## config.mk

```make
export PLATFORM = sky130hd
export DESIGN_NAME = pipe_front_ctrl
export DESIGN_NICKNAME = d
export VERILOG_FILES = /design/src/rtl/pipe_pkg.sv /design/src/rtl/pipe_stage_reg.sv /design/src/rtl/pipe_front_ctrl.sv
export SDC_FILE = /design/constraint.sdc
export NUM_CORES = 1
export LEC_CHECK = 0
export CAP_MARGIN = 20
export CORE_ASPECT_RATIO = 1.2
export CORE_MARGIN = 10
export CORE_UTILIZATION = 48
export CTS_BUF_LIST = sky130_fd_sc_hd__clkbuf_4 sky130_fd_sc_hd__clkbuf_8
export CTS_CLUSTER_SIZE = 28
export DETAILED_ROUTE_END_ITERATION = 8
export PLACE_DENSITY = 0.87
export SLEW_MARGIN = 0
export SYNTH_ARGS = -nofsm -noshare
export SYNTH_HDL_FRONTEND = slang
export SYNTH_HIERARCHICAL = 1
export SYNTH_SLANG_ARGS = --single-unit
```

## constraint.sdc

```tcl
create_clock -name clk -period 2.5 [get_ports clk]
set_input_delay 0.25 -clock clk [delete_from_list [all_inputs] [get_ports clk]]
set_output_delay 0.25 -clock clk [all_outputs]
set_load 0.005 [all_outputs]
```

## src/rtl/pipe_pkg.sv

```systemverilog
// Shared widths, constants and stage payload types for the pipeline front-end.
package pipe_pkg;

    localparam int unsigned XLEN    = 32;
    localparam int unsigned REG_AW  = 5;
    localparam int unsigned PC_STEP = 4;

    localparam logic [XLEN-1:0] NOP_INSTR = XLEN'(0);

    typedef struct packed {
        logic [XLEN-1:0] instr;
        logic [XLEN-1:0] pc;
        logic            valid;
    } if_id_t;

    typedef struct packed {
        logic [REG_AW-1:0] dst;
        logic              wen;
        logic              valid;
    } stage_t;

    localparam if_id_t IF_ID_RST = '{instr: NOP_INSTR, pc: XLEN'(0), valid: 1'b0};
    localparam stage_t STAGE_RST = '{dst: REG_AW'(0), wen: 1'b0, valid: 1'b0};

endpackage

```

## src/rtl/pipe_stage_reg.sv

```systemverilog
// Generic pipeline register: async reset, flush reloads the reset value and beats hold.
module pipe_stage_reg #(
    parameter int unsigned W       = 1,
    parameter logic [W-1:0] RST_VAL = '0
) (
    input  logic         clk,
    input  logic         rst_n,
    input  logic         flush_i,
    input  logic         hold_i,
    input  logic [W-1:0] d_i,
    output logic [W-1:0] q_o
);

    logic [W-1:0] data_q;

    always_ff @(posedge clk or negedge rst_n) begin
        if (!rst_n) begin
            data_q <= RST_VAL;
        end else if (flush_i) begin
            data_q <= RST_VAL;
        end else if (!hold_i) begin
            data_q <= d_i;
        end
    end

    assign q_o = data_q;

endmodule

```

## src/rtl/pipe_front_ctrl.sv

```systemverilog
// Pipeline front-end: PC sequencing, IF/ID, ID/EX, EX/MEM tracking and stall/flush counters.
module pipe_front_ctrl
    import pipe_pkg::*;
#(
    parameter logic [31:0] RESET_PC = 32'h0000_0000,
    parameter int unsigned CNT_W    = 16
) (
    input  logic              clk,
    input  logic              rst_n,
    input  logic              stall_PC_ID,
    input  logic              flush_ID,
    input  logic              flush_EX,
    input  logic              changeFlow,
    input  logic [XLEN-1:0]   branch_target,
    input  logic [XLEN-1:0]   imem_instr,
    input  logic [REG_AW-1:0] ID_dst_reg,
    input  logic              ID_reg_wen,
    output logic [XLEN-1:0]   pc_out,
    output logic [XLEN-1:0]   IF_ID_instr,
    output logic [XLEN-1:0]   IF_ID_pc,
    output logic              IF_ID_valid,
    output logic [REG_AW-1:0] EX_dst_reg,
    output logic              EX_reg_wen,
    output logic [REG_AW-1:0] MEM_dst_reg,
    output logic              MEM_reg_wen,
    output logic [CNT_W-1:0]  stall_cnt,
    output logic [CNT_W-1:0]  flush_cnt
);

    logic [XLEN-1:0]  pc_q, pc_d;
    logic [CNT_W-1:0] stall_cnt_q, stall_cnt_d;
    logic [CNT_W-1:0] flush_cnt_q, flush_cnt_d;
    if_id_t           if_id_d, if_id_q;
    stage_t           id_ex_d, id_ex_q, ex_mem_q;
    logic             id_ex_flush;

    // Redirect beats stall; sequential fetch wraps modulo 2^32.
    always_comb begin
        pc_d        = pc_q + XLEN'(PC_STEP);
        stall_cnt_d = stall_cnt_q;
        flush_cnt_d = flush_cnt_q;
        if (changeFlow) begin
            pc_d = branch_target;
        end else if (stall_PC_ID) begin
            pc_d = pc_q;
        end
        if (stall_PC_ID && (stall_cnt_q != '1)) begin
            stall_cnt_d = stall_cnt_q + CNT_W'(1);
        end
        if (flush_ID && (flush_cnt_q != '1)) begin
            flush_cnt_d = flush_cnt_q + CNT_W'(1);
        end
    end

    always_ff @(posedge clk or negedge rst_n) begin
        if (!rst_n) begin
            pc_q        <= RESET_PC;
            stall_cnt_q <= '0;
            flush_cnt_q <= '0;
        end else begin
            pc_q        <= pc_d;
            stall_cnt_q <= stall_cnt_d;
            flush_cnt_q <= flush_cnt_d;
        end
    end

    // Stage payloads; a stall turns the ID/EX load into a bubble.
    always_comb begin
        if_id_d       = IF_ID_RST;
        if_id_d.instr = imem_instr;
        if_id_d.pc    = pc_q;
        if_id_d.valid = 1'b1;

        id_ex_d       = STAGE_RST;
        id_ex_d.dst   = ID_dst_reg;
        id_ex_d.wen   = ID_reg_wen & if_id_q.valid;
        id_ex_d.valid = if_id_q.valid;

        id_ex_flush   = flush_EX | stall_PC_ID;
    end

    pipe_stage_reg #(
        .W       ($bits(if_id_t)),
        .RST_VAL (IF_ID_RST)
    ) u_if_id (
        .clk     (clk),
        .rst_n   (rst_n),
        .flush_i (flush_ID),
        .hold_i  (stall_PC_ID),
        .d_i     (if_id_d),
        .q_o     (if_id_q)
    );

    pipe_stage_reg #(
        .W       ($bits(stage_t)),
        .RST_VAL (STAGE_RST)
    ) u_id_ex (
        .clk     (clk),
        .rst_n   (rst_n),
        .flush_i (id_ex_flush),
        .hold_i  (1'b0),
        .d_i     (id_ex_d),
        .q_o     (id_ex_q)
    );

    pipe_stage_reg #(
        .W       ($bits(stage_t)),
        .RST_VAL (STAGE_RST)
    ) u_ex_mem (
        .clk     (clk),
        .rst_n   (rst_n),
        .flush_i (1'b0),
        .hold_i  (1'b0),
        .d_i     (id_ex_q),
        .q_o     (ex_mem_q)
    );

    // Write enables are masked by valid so a bubble never claims a write.
    assign pc_out      = pc_q;
    assign IF_ID_instr = if_id_q.instr;
    assign IF_ID_pc    = if_id_q.pc;
    assign IF_ID_valid = if_id_q.valid;
    assign EX_dst_reg  = id_ex_q.dst;
    assign EX_reg_wen  = id_ex_q.wen & id_ex_q.valid;
    assign MEM_dst_reg = ex_mem_q.dst;
    assign MEM_reg_wen = ex_mem_q.wen & ex_mem_q.valid;
    assign stall_cnt   = stall_cnt_q;
    assign flush_cnt   = flush_cnt_q;

endmodule

```

==> run metrics, run 1 <==
status=finished, final reports clean; Seq cells post-synth=143; CP Capture Type=register; CTS H-tree depth=4; CP max-delay cell=or4_1; Max Slew Vio Count=0; post-place instance area=0.008951 mm2; maxcap violations=0; Main synth FF type=dfrtp_1; Detailed Place HPWL=13,830 um; max incr delay on CP=0.83 ns; Required @ worst endpoint=2.85 ns; final worst path period need=2.316 ns; Clock Latency Late Sink=roughly 0.44 ns; CP dominant cell by count=or4_1; period utilization=92.65%; I/O Buffers=216; initial antenna violation count=0; non-filler instance count after layout=1,028; Least-Margin Pin Slew=0.7679 ns; CP Max Fanout=20; clock sinks=between 100 and 150; Slew Limit Headroom=48.80%; Total GRT Usage=around 19%; RSZ-0062 raised after global routing=no; YS warnings=6; Design Area, Final=0.009428 mm2; Cell variety after synth=between 40 and 50; CTS tree=yes; Setup CP Type=reg2reg; async set-or-reset flop fraction in the synthesized netlist=100.0%; drt first-iter violations=380; DRC=0; worst vdd ir=roughly 0.54 mV; core area=approximately 0.014 mm2; crit path launch type=register; Die Ht=~150 um; CP Cell Sequence=nand3_2, or4_1, or4_1, a31oi_1; antenna cells=0; Die Wd=127.7 um; post-layout util=around 69%; drt pass-1 iters=5; setup TNS=0 ns; post-synthesis sequential area ratio=a little over half; fmax=431.7 MHz; final WL=18,970 um; P&R area growth vs syn=41.16%; first-pass GRT wire length=29,480 um; Vias/cell=5.409; CP Data Arrival Time=2.67 ns; footprint of the multi-input gates=around 0.0029 mm2; Vias=roughly 5,600; Initial Utilization=48.74%; Fillers=~1,000; fin nets=924; dpl ws=between 0.2 and 0.25 ns; pwr/cell area=roughly 660 mW/mm2; die area=0.01905 mm2; register area=0.003578 mm2; Setup-failing EPs final=0; GPL Wtd Cong=~0.85; Synth Cell Area=0.006679 mm2; DRT antenna net count=0; Top Ports=around 220; layout cells sized above 1=7.118%; CTS buffer count=17; remaining global-route overflow=0; root buffer cell=clkbuf_8; Post-Syn Area per Cell=about 11 um2; most frequent cells in the layout=213 x clkdlybuf4s50_1, 143 x dfrtp_1, 101 x nor2_1, 81 x mux2i_1, 39 x nand2_1; commonest non-fill, non-tap cell in the layout=clkdlybuf4s50_1; largest net degree at the start of global routing=73; DP Cell Count=about 1,000; routed wire length per instance=about 18 um; number of flops mapped to enable cells by yosys=0; Final WS setup=around 0.18 ns; post-CTS sizing=0; CTS Buffer Depth=2; vias in the first global route=5,638; final hold viol count=0; clock-pin slew on the worst setup and hold paths=around 0.08 ns; Leakage=~4.2 nW; skew final=0.01424 ns; worst hold path class=in2reg; FP Rows=between 40 and 50; cell count after synthesis=between 600 and 700
[metrics by stage]
step / power (mW) / hold slack (ns)
global route: 6.564 / 0.1968
global placement: 4.124 / 0.3085
floorplan: 3.332 / -0.04559
CTS: 6.323 / 0.1607
detailed placement: 4.155 / 0.3100
finish: 6.251 / 0.1950
[cells by family after synthesis]
kind of cell,Yosys count,share of synthesized area (%)
xor gates and xnor gates,34,4.459
adders and majority gates,3,0.5621
muxes,90,13.66
other,2,0.1124
DFF,143,53.58
AOI/OAI and AO/OA,58,5.189
and+or+nand+nor,249,18.38
buffers and inverters,39,4.065
[registers in the layout, indices dropped and copies added (netlist names)]
| name | flops |
|---|---|
| u_ex_mem/q_o | 7 |
| pc_out | 32 |
| flush_cnt | 16 |
| u_id_ex/q_o | 7 |
| stall_cnt | 16 |
| u_if_id/q_o | 65 |
[power by group]
part           total (mW)  switching (mW)  internal [mW]
Sequential           2.84           0.291           2.55
Clock                2.14           0.864           1.27
Combinational        1.28           0.515          0.762
Total                6.25            1.67           4.58
[final cells by class]
type                            count  share of cell area [%]
Clock buffer                       21                   2.999
Clock inverter                     10                   1.951
Inverter                            9                  0.3583
Multi-Input combinational cell    444                   30.33
Sequential cell                   143                   37.96
Tap cell                          171                   2.269
Timing Repair Buffer              230                   24.14
[final timing paths]
kind | from | to | slack (ns) | cells after the start
max | pc_out[15] | pc_out[29] | 0.18 | 4
min | flush_ID | flush_cnt[14] | 0.19 | 3
max reg2reg | pc_out[15] | pc_out[29] | 0.18 | 4
min reg2reg | stall_cnt[5] | stall_cnt[5] | 0.50 | 1
max in group asynchronous | rst_n | stall_cnt[10] | 1.37 | 3
min in group asynchronous | rst_n | flush_cnt[13] | 0.35 | 2
[what timing repair did]
| item | in CTS | in global routing |
|---|---|---|
| endpoints found under the hold margin | 70 | 0 |
| setup buffers | 0 | 0 |
| hold buffers | 1 | 0 |
[critical path: cells and delay by family (launching register included)]
| family | cells | cell delay, ns |
|---|---|---|
| simple gates | 3 | 1.56 |
| flops | 1 | 0.46 |
| compound gates | 1 | 0.20 |
[cell usage after synthesis (10+ instances only)]
| cell type | number | area share (%) |
|---|---|---|
| or4_1 | 13 | 1.5 |
| dfrtp_1 | 143 | 54 |
| a31oi_1 | 18 | 1.7 |
| and3_1 | 11 | 1.0 |
| xor2_1 | 12 | 1.6 |
| mux2i_1 | 81 | 12 |
| nor2_1 | 101 | 5.7 |
| o21ai_0 | 23 | 1.7 |
| nand4_1 | 19 | 1.8 |
| clkbuf_1 | 10 | 0.56 |
| xnor2_1 | 22 | 2.9 |
| nand2_1 | 39 | 2.2 |
| nand3_1 | 20 | 1.5 |
[metal layers]
layer | track usage [%] | vias to the layer above | wire length, um
met5 | 0 | - | 0
met1 | 21.47 | 2716 | 7312
met3 | 8.215 | 26 | 1765
li1 | - | 2623 | -
met4 | 6.821 | 0 | 305
met2 | 32.38 | 195 | 9587
Power figures use the tool's default switching activity.
==> run 2, diff against run 1 <==
--- a/config.mk
+++ b/config.mk
@@ -6,7 +6,6 @@
 export NUM_CORES = 1
 export LEC_CHECK = 0
 export CAP_MARGIN = 20
-export CORE_ASPECT_RATIO = 1.2
 export CORE_MARGIN = 10
 export CORE_UTILIZATION = 48
 export CTS_BUF_LIST = sky130_fd_sc_hd__clkbuf_4 sky130_fd_sc_hd__clkbuf_8
==> run 2 against run 1 <==
  * Via count up 0.47%
  * Global-route usage up 0.85 points
  * Count of clock-buffer cells in the layout up 2
  * Non-clock buffer count unchanged
  * First-iteration DRC count down 4.7%
  * Critical path depth unchanged
  * Combinational power about the same
  * Flip-flop and latch count unchanged
  * Power down 2.8%
  * Sequential share of layout area up 0.091 points
  * Die area about the same
  * Cell area down 0.24%
==> run metrics, run 2 (synthesis gave the netlist of run 1 again) <==
fmax=438.2 MHz (was 431.7 MHz); FF-to-FF Start=pc_out[15] (unchanged); worst hold path class=in2reg (unchanged); CP startpoint=pc_out[15] (unchanged); I/O Buffers=216 (unchanged); routed wire length per instance=18.71 um (was 18.45 um); Die Ht=138.0 um (was 149.2 um); die area=0.01903 mm2 (was 0.01905 mm2); root buffer cell=clkbuf_8 (unchanged); Max Slew Vio Count=0 (unchanged); fin nets=924 (unchanged); Vias=5,586 (was 5,560); core area=0.01377 mm2 (was 0.01370 mm2); CTS tree=yes (unchanged); post-CTS sizing=0 (unchanged); CTS Buffer Depth=2 (unchanged); Die Wd=138.0 um (was 127.7 um); post-layout util=68.29% (was 68.81%); DRT antenna net count=0 (unchanged); CP Data Arrival Time=2.65 ns (was 2.67 ns); Clock Latency Late Sink=0.44 ns (about the same); drt first-iter violations=362 (was 380); CP dominant cell by count=or4_1 (unchanged); worst vdd ir=0.5914 mV (was 0.5400 mV); register area=0.003578 mm2 (unchanged); CP Cell Sequence=nand3_2, or4_1, or4_1, a31oi_1 (unchanged); layout cells sized above 1=7.226% (was 7.118%); RSZ-0062 raised after global routing=no (unchanged); clock-pin slew on the worst setup and hold paths=0.08 ns (about the same); max FFs per register=65 (unchanged); footprint of the multi-input gates=0.002859 mm2 (unchanged); status=finished, final reports clean (unchanged); clock sinks=143 (unchanged); max incr delay on CP=0.83 ns (about the same); pwr/cell area=646.1 mW/mm2 (was 663.1 mW/mm2); Final WS setup=0.2181 ns (was 0.1837 ns); Fillers=1,047 (was 1,043); dpl ws=0.2843 ns (was 0.2181 ns); DP Cell Count=1,005 (was 996); largest net degree at the start of global routing=77 (was 73); initial antenna violation count=2 (was 0); Initial Utilization=48.49% (was 48.74%); remaining global-route overflow=0 (unchanged); final hold viol count=0 (unchanged); first-pass GRT wire length=30,130 um (was 29,480 um); hold wc startpoint=flush_ID (unchanged); crit path launch type=register (unchanged); maxcap violations=0 (unchanged); Hold WS=0.1979 ns (was 0.1950 ns); setup TNS=0 ns (unchanged); FP Rows=43 (was 47); DRC=0 (unchanged); Total GRT Usage=20.16% (was 19.30%); CTS Hold Bufs=1 (unchanged); most frequent cells in the layout=213 x clkdlybuf4s50_1, 143 x dfrtp_1, 101 x nor2_1, 81 x mux2i_1, 39 x nand2_1 (unchanged); Vias/cell=5.376 (was 5.409); commonest non-fill, non-tap cell in the layout=clkdlybuf4s50_1 (unchanged); CP max-delay cell=or4_1 (unchanged); non-filler instance count after layout=1,039 (was 1,028); Required @ worst endpoint=2.87 ns (was 2.85 ns); CP Max Fanout=20 (unchanged); drt pass-1 iters=7 (was 5); setup bufs post-CTS=0 (unchanged); Setup-failing EPs final=0 (unchanged); skew final=0.01103 ns (was 0.01424 ns); Leakage=4.163 nW (was 4.178 nW); Setup CP Type=reg2reg (unchanged); Slew Limit Headroom=47.76% (was 48.80%); final worst path period need=2.282 ns (was 2.316 ns); Least-Margin Pin Slew=0.7827 ns (was 0.7679 ns); CTS buffer count=17 (unchanged); Top Ports=217 (unchanged); CP Capture Type=register (unchanged); GPL Wtd Cong=0.8730 (was 0.8508); vias in the first global route=5,783 (was 5,638); Detailed Place HPWL=14,330 um (was 13,830 um); P&R area growth vs syn=40.82% (was 41.16%); final WL=19,440 um (was 18,970 um); period utilization=91.27% (was 92.65%); CTS H-tree depth=4 (unchanged)
[run 2: cell type report]
cell class / instances / share of cell area, %
Tap cell: 180 / 2.395
Inverter: 9 / 0.3592
Timing Repair Buffer: 230 / 24.20
Clock buffer: 23 / 3.166
Clock inverter: 9 / 1.410
Antenna cell: 1 / 0.02661
Multi-Input combinational cell: 444 / 30.40
Sequential cell: 143 / 38.05
[run 2: metal layers]
layer	track usage (%)	wire length (um)
met1	24.11	7783
met5	0	13
met4	5.852	257
met3	7.935	1885
met2	32.94	9502
[run 2: path summary, 6_finish.rpt]
path,cells past startpoint,slack (ns),endpoint
worst max-delay path,4,0.22,pc_out[25]
worst min-delay path,3,0.20,flush_cnt[14]
worst max register to register,4,0.22,pc_out[25]
worst min register to register,1,0.50,stall_cnt[5]
max in group asynchronous,3,1.36,u_ex_mem/q_o[5]
min in group asynchronous,2,0.41,flush_cnt[11]
[run 2: worst max-delay path: cells and delay by family, from the launching register on]
kind               cells  cell delay, ns
DFF                    1            0.46
AOI/OAI and AO/OA      1            0.18
and+or+nand+nor        3            1.57
[run 2: report_power, final]
group          total (mW)  switching, mW  internal, mW
sequential           2.84          0.294          2.55
clock                1.96          0.860          1.10
combinational        1.28          0.516         0.759
[run 2: per-stage QoR]
stage | power [mW] | area, um2
finish | 6.077 | 9405
global route | 6.387 | 9403
detailed placement | 4.159 | 8962
floorplan | 3.332 | 6709
global placement | 4.121 | 8962
CTS | 6.139 | 9403
